## config.mk

```make
export PLATFORM = sky130hd
export DESIGN_NAME = mod8_counter
export DESIGN_NICKNAME = d
export VERILOG_FILES = /design/src/rtl/mod8_counter_pkg.sv /design/src/rtl/mod8_counter_next.sv /design/src/rtl/mod8_counter.sv
export SDC_FILE = /design/constraint.sdc
export NUM_CORES = 1
export LEC_CHECK = 0
export BUFFER_PORTS_ARGS = -buffer_cell sky130_fd_sc_hd__buf_2
export CAP_MARGIN = 25
export CELL_PAD_IN_SITES_DETAIL_PLACEMENT = 1
export CELL_PAD_IN_SITES_GLOBAL_PLACEMENT = 2
export CORE_MARGIN = 2
export CORE_UTILIZATION = 32
export DETAILED_ROUTE_END_ITERATION = 8
export PLACE_DENSITY = 0.9
export SETUP_SLACK_MARGIN = 0.05
export SKIP_LAST_GASP = 1
export SLEW_MARGIN = 20
export SYNTH_ARGS = -nofsm -noshare
export SYNTH_HDL_FRONTEND = slang
export SYNTH_SLANG_ARGS = --single-unit
```

## constraint.sdc

```tcl
create_clock -name clk -period 2.2 [get_ports clk]
set_input_delay 0 -clock clk [delete_from_list [all_inputs] [get_ports clk]]
set_output_delay 0 -clock clk [all_outputs]
set_load 0.005 [all_outputs]
```

## src/rtl/mod8_counter_pkg.sv

```systemverilog
// Shared definitions for the modulo-N counter: default geometry and the
// binary-to-Gray helper used by the counter datapath.
package mod8_counter_pkg;

    localparam int DEF_WIDTH   = 3;
    localparam int DEF_MODULUS = 8;
    localparam int DEF_WRAP_W  = 8;

    // Widest count the helper handles; callers zero-extend and truncate.
    localparam int GRAY_MAX_W  = 32;

    // Reflected binary Gray code: adjacent binary values map to codes that
    // differ in exactly one bit.
    function automatic logic [GRAY_MAX_W-1:0] bin2gray(input logic [GRAY_MAX_W-1:0] b);
        return b ^ (b >> 1);
    endfunction

endpackage

```

## src/rtl/mod8_counter_next.sv

```systemverilog
// Combinational next-state logic for a modulo-MODULUS up-counter plus the
// terminal-count decode of the current state.
module mod_n_next
    import mod8_counter_pkg::*;
#(
    parameter int WIDTH   = DEF_WIDTH,
    parameter int MODULUS = DEF_MODULUS
) (
    input  logic [WIDTH-1:0] count,
    output logic [WIDTH-1:0] count_next,
    output logic             tc
);

    // Last legal state; the increment is steered back to zero here so the
    // count never walks into MODULUS..2**WIDTH-1.
    localparam logic [WIDTH-1:0] LAST = WIDTH'(MODULUS - 1);
    localparam logic [WIDTH-1:0] ONE  = WIDTH'(1);

    // Decode the terminal state and pick the wrapped or incremented successor.
    always_comb begin
        tc         = (count == LAST);
        count_next = tc ? '0 : count + ONE;
    end

endmodule

```

## src/rtl/mod8_counter.sv

```systemverilog
// Free-running modulo-N up-counter with terminal-count flag, registered Gray
// copy of the count and a saturating wrap counter for debug visibility.
module mod8_counter
    import mod8_counter_pkg::*;
#(
    parameter int WIDTH   = DEF_WIDTH,
    parameter int MODULUS = DEF_MODULUS,
    parameter int WRAP_W  = DEF_WRAP_W
) (
    input  logic              clk,
    input  logic              rst,
    output logic [WIDTH-1:0]  count,
    output logic              tc,
    output logic [WIDTH-1:0]  count_gray,
    output logic [WRAP_W-1:0] wrap_cnt
);

    // The count register must be able to hold every state 0..MODULUS-1.
    if (MODULUS < 2 || MODULUS > (1 << WIDTH)) begin : g_bad_modulus
        $fatal(1, "mod8_counter: MODULUS must lie in 2..2**WIDTH");
    end

    logic [WIDTH-1:0] count_next;
    logic             last;

    // Wrap counter sticks at all-ones instead of rolling over, so a large
    // value always means "at least this many wraps".
    function automatic logic [WRAP_W-1:0] sat_inc(input logic [WRAP_W-1:0] v);
        return (v == '1) ? v : v + WRAP_W'(1);
    endfunction

    // Gray code of a count value, sized back down to the count width.
    function automatic logic [WIDTH-1:0] to_gray(input logic [WIDTH-1:0] b);
        return WIDTH'(bin2gray(GRAY_MAX_W'(b)));
    endfunction

    mod_n_next #(
        .WIDTH   (WIDTH),
        .MODULUS (MODULUS)
    ) u_next (
        .count      (count),
        .count_next (count_next),
        .tc         (last)
    );

    // tc is a pure decode of the count register; it is low in reset because
    // the count is forced to zero and MODULUS is at least 2.
    assign tc = last;

    // Count, Gray copy and wrap counter advance together; reset wins over counting.
    always_ff @(posedge clk) begin
        if (rst) begin
            count      <= '0;
            count_gray <= '0;
            wrap_cnt   <= '0;
        end else begin
            count      <= count_next;
            count_gray <= to_gray(count_next);
            if (last) begin
                wrap_cnt <= sat_inc(wrap_cnt);
            end
        end
    end

endmodule

```

==> impl_metrics.tcl <==
set metrics [dict create \
    ctsRootBufferMaster "clkbuf_4" \
    grt_pass1_wl_um 2500 \
    via_per_inst 4.81 \
    slew-limit-headroom_pct 78.1 \
    p_comb_share_pct 9.6 \
    p_clk_share_pct 33.9 \
    postSynthCellCount 65 \
    p_switching_w 0.000107 \
    nFillCells 249 \
    dp_hpwl_um 1020 \
    rsz0062_at_grt "false" \
    syn_to_final_growth_pct 17.4 \
    postCtsSetupBuffers 0 \
    synth_compound_area_share_pct 15.8 \
    cp-end-kind "flip-flop" \
    postCtsHoldBufs 0 \
    vdd_drop_max_v 0.000221 \
    seqCellArea_um2 260 \
    diodes 0 \
    final_cell_area_um2 744 \
    synth-adder-area-share_pct 5.92 \
    grt_max_degree 16 \
    htreeDepth 1 \
    hold_viol_final 0 \
    synthesis.nets 70 \
    antenna_found_initial 0 \
    critPathKind "reg2reg" \
    cp_max_fo 10 \
    fin_tns_setup_ps 0 \
    status "finished clean" \
    utilization_pct 38.7 \
    core_area_um2 1920 \
    layout-drive-gt1-share_pct 32.1 \
    synthArstFlopShare_pct 0 \
    setup_viol 0 \
    placed_cell_area_um2 718 \
    period_minus_slack_ps 1690 \
    dp_slack_ps 523 \
    ys_seq_area_share_pct 41.0 \
    tightest_slew_ps 329 \
    period_share_pct 76.7 \
    wirelength_um 1400 \
    row_count 16 \
    yosysWarnings 0 \
    critPathLaunchType "flip-flop" \
    multi_input_area_um2 340 \
    fmax_mhz 593 \
    synth_mux_area_share_pct 8.68 \
    clock_path_buffers 2 \
    ctsResizeCount 0 \
    dieArea_um2 2350 \
    avgRoutedWirePerCell_um 13.0 \
    ys_ff_latch 13 \
    yosys.cell_types.count 29 \
    synth_xor_xnor_area_share_pct 1.38 \
    drv_slew 0 \
    gp_congestion 0.710 \
    crit_required_ps 2380 \
    cts_buffers 3 \
    synth_area_um2 634 \
    drt_pass1_iterations 3 \
    grt_usage_pct 13.9 \
    io_pins 17 \
    cts_tree "yes" \
    synth_edf_count 0 \
    swShare_pct 24.2 \
    drt_iter0_markers 2 \
    via_count 520 \
    ant_nets 0 \
    instances_no_fill 108 \
    path_clk_slew_ps 80 \
    syn_area_per_cell_um2 9.76 \
    power_density_nw_per_um2 597 \
    die_h_um 48.5 \
    port_buffers 16 \
    grt_pass1_vias 518 \
    die_width_um 48.5 \
    post-route-drc-count 0 \
    layout_setup_ws_ps 513 \
    fin_nets 87 \
    min_path_type "in2reg" \
    sequentialPowerShare_pct 56.5 \
    placed_cells 104 \
    synth-simple-area-share_pct 21.9 \
    leakage_nw 0.328 \
    finClkSkew_ps 2.66 \
    synth_ff_type "dfxtp_1" \
    synth_top_family_by_area "simple AND/OR/NAND/NOR gates" \
    initial_utilization_pct 33.0 \
    arrival_ps 1860 \
    p_int_w 0.000337 \
    clock_latency_ps 280 \
    grt_overflow 0 \
    cts.sink_count 13 \
    drv_cap 0 \
]
## worst paths after layout
path,startpoint,endpoint,slack [ps],cells after the start
worst min register to register,wrap_cnt[5],wrap_cnt[5],510,2
worst min-delay path,rst,count[1],70,2
worst max register to register,count[0],wrap_cnt[3],510,5
worst max-delay path,count[0],wrap_cnt[3],510,5
## synth_stat cells (all sizes together) (2+ instances only)
cell type | count | area share [%]
and4 | 2 | 2.8
nand2 | 4 | 2.4
nor2b | 5 | 4.9
nor3 | 2 | 1.6
dfxtp | 13 | 41
nand4 | 2 | 2.0
ha | 3 | 5.9
a21oi | 6 | 5.9
a21boi | 2 | 3.0
nand3 | 2 | 1.6
o21ai | 2 | 1.6
buf | 3 | 4.1
mux2 | 3 | 7.1
nor2 | 4 | 2.4
## placed cells by master (no fill, tap or decap), drive strengths merged
cell,netlist,routed
buf,3,16
a21oi,6,6
and4,2,2
nor2b,5,5
and3,1,1
clkbuf,1,4
nor3,2,2
a211oi,1,1
nor2,4,4
nand2,4,4
or3,1,1
dfxtp,13,13
o21ai,2,2
or4,1,1
mux2,3,3
inv,1,1
mux2i,1,1
o311a,1,1
ha,3,3
a21boi,2,2
nand3,2,2
nand4,2,2
o21bai,1,1
xnor2,1,1
a311oi,1,1
nand2b,1,1
## state kept, by name, indices dropped and copies added, names as in the netlist
name / cells
count_gray: 2
count: 3
wrap_cnt: 8
## cell type report
type / count / share of cell area (%)
inverter: 1 / 0.504
tap: 27 / 4.54
timing repair buffer: 16 / 10.8
sequential: 13 / 35.0
clock buffer: 4 / 3.53
multi-input combinational: 47 / 45.7
## per-stage QoR
stage | hold slack [ps] | total power, W
2_1_floorplan | 187 | 0.000283
3_3_place_gp | 348 | 0.000297
3_5_place_dp | 360 | 0.000299
4_1_cts | 63.4 | 0.000453
5_1_grt | 96.6 | 0.000469
6_report | 73.4 | 0.000444
## power by group through the flow
stage          combinational (W)  clock, W  sequential [W]
2_1_floorplan          0.0000255         0        0.000257
3_3_place_gp           0.0000418         0        0.000255
3_5_place_dp           0.0000433         0        0.000256
4_1_cts                0.0000437  0.000158        0.000251
5_1_grt                0.0000495  0.000166        0.000253
6_report               0.0000428  0.000150        0.000251
## critical path, cell delays in order (launching register included)
cell,delay (ps)
dfxtp_1,400
ha_1,170
ha_1,320
nand4_1,210
a21oi_2,170
mux2_4,310
## logic make-up (layout without fill, tap and decap cells)
kind of cell,after synthesis,in the layout
AO/OA/AOI/OAI,14,14
multiplexers,4,4
adder cells (fa/ha/maj),3,3
flip-flops,13,13
XOR/XNOR,1,1
AND/OR/NAND/NOR,25,25
buffers and inverters,5,21
## per-layer routing
layer / wire, um / up-vias / global-route usage [%]
li1: - / 264 / -
met1: 663 / 243 / 17.1
met2: 664 / 9 / 22.0
met3: 35 / 4 / 1.23
met4: 36 / 0 / 11.4
met5: 0 / - / 0
Power figures use the tool's default switching activity.
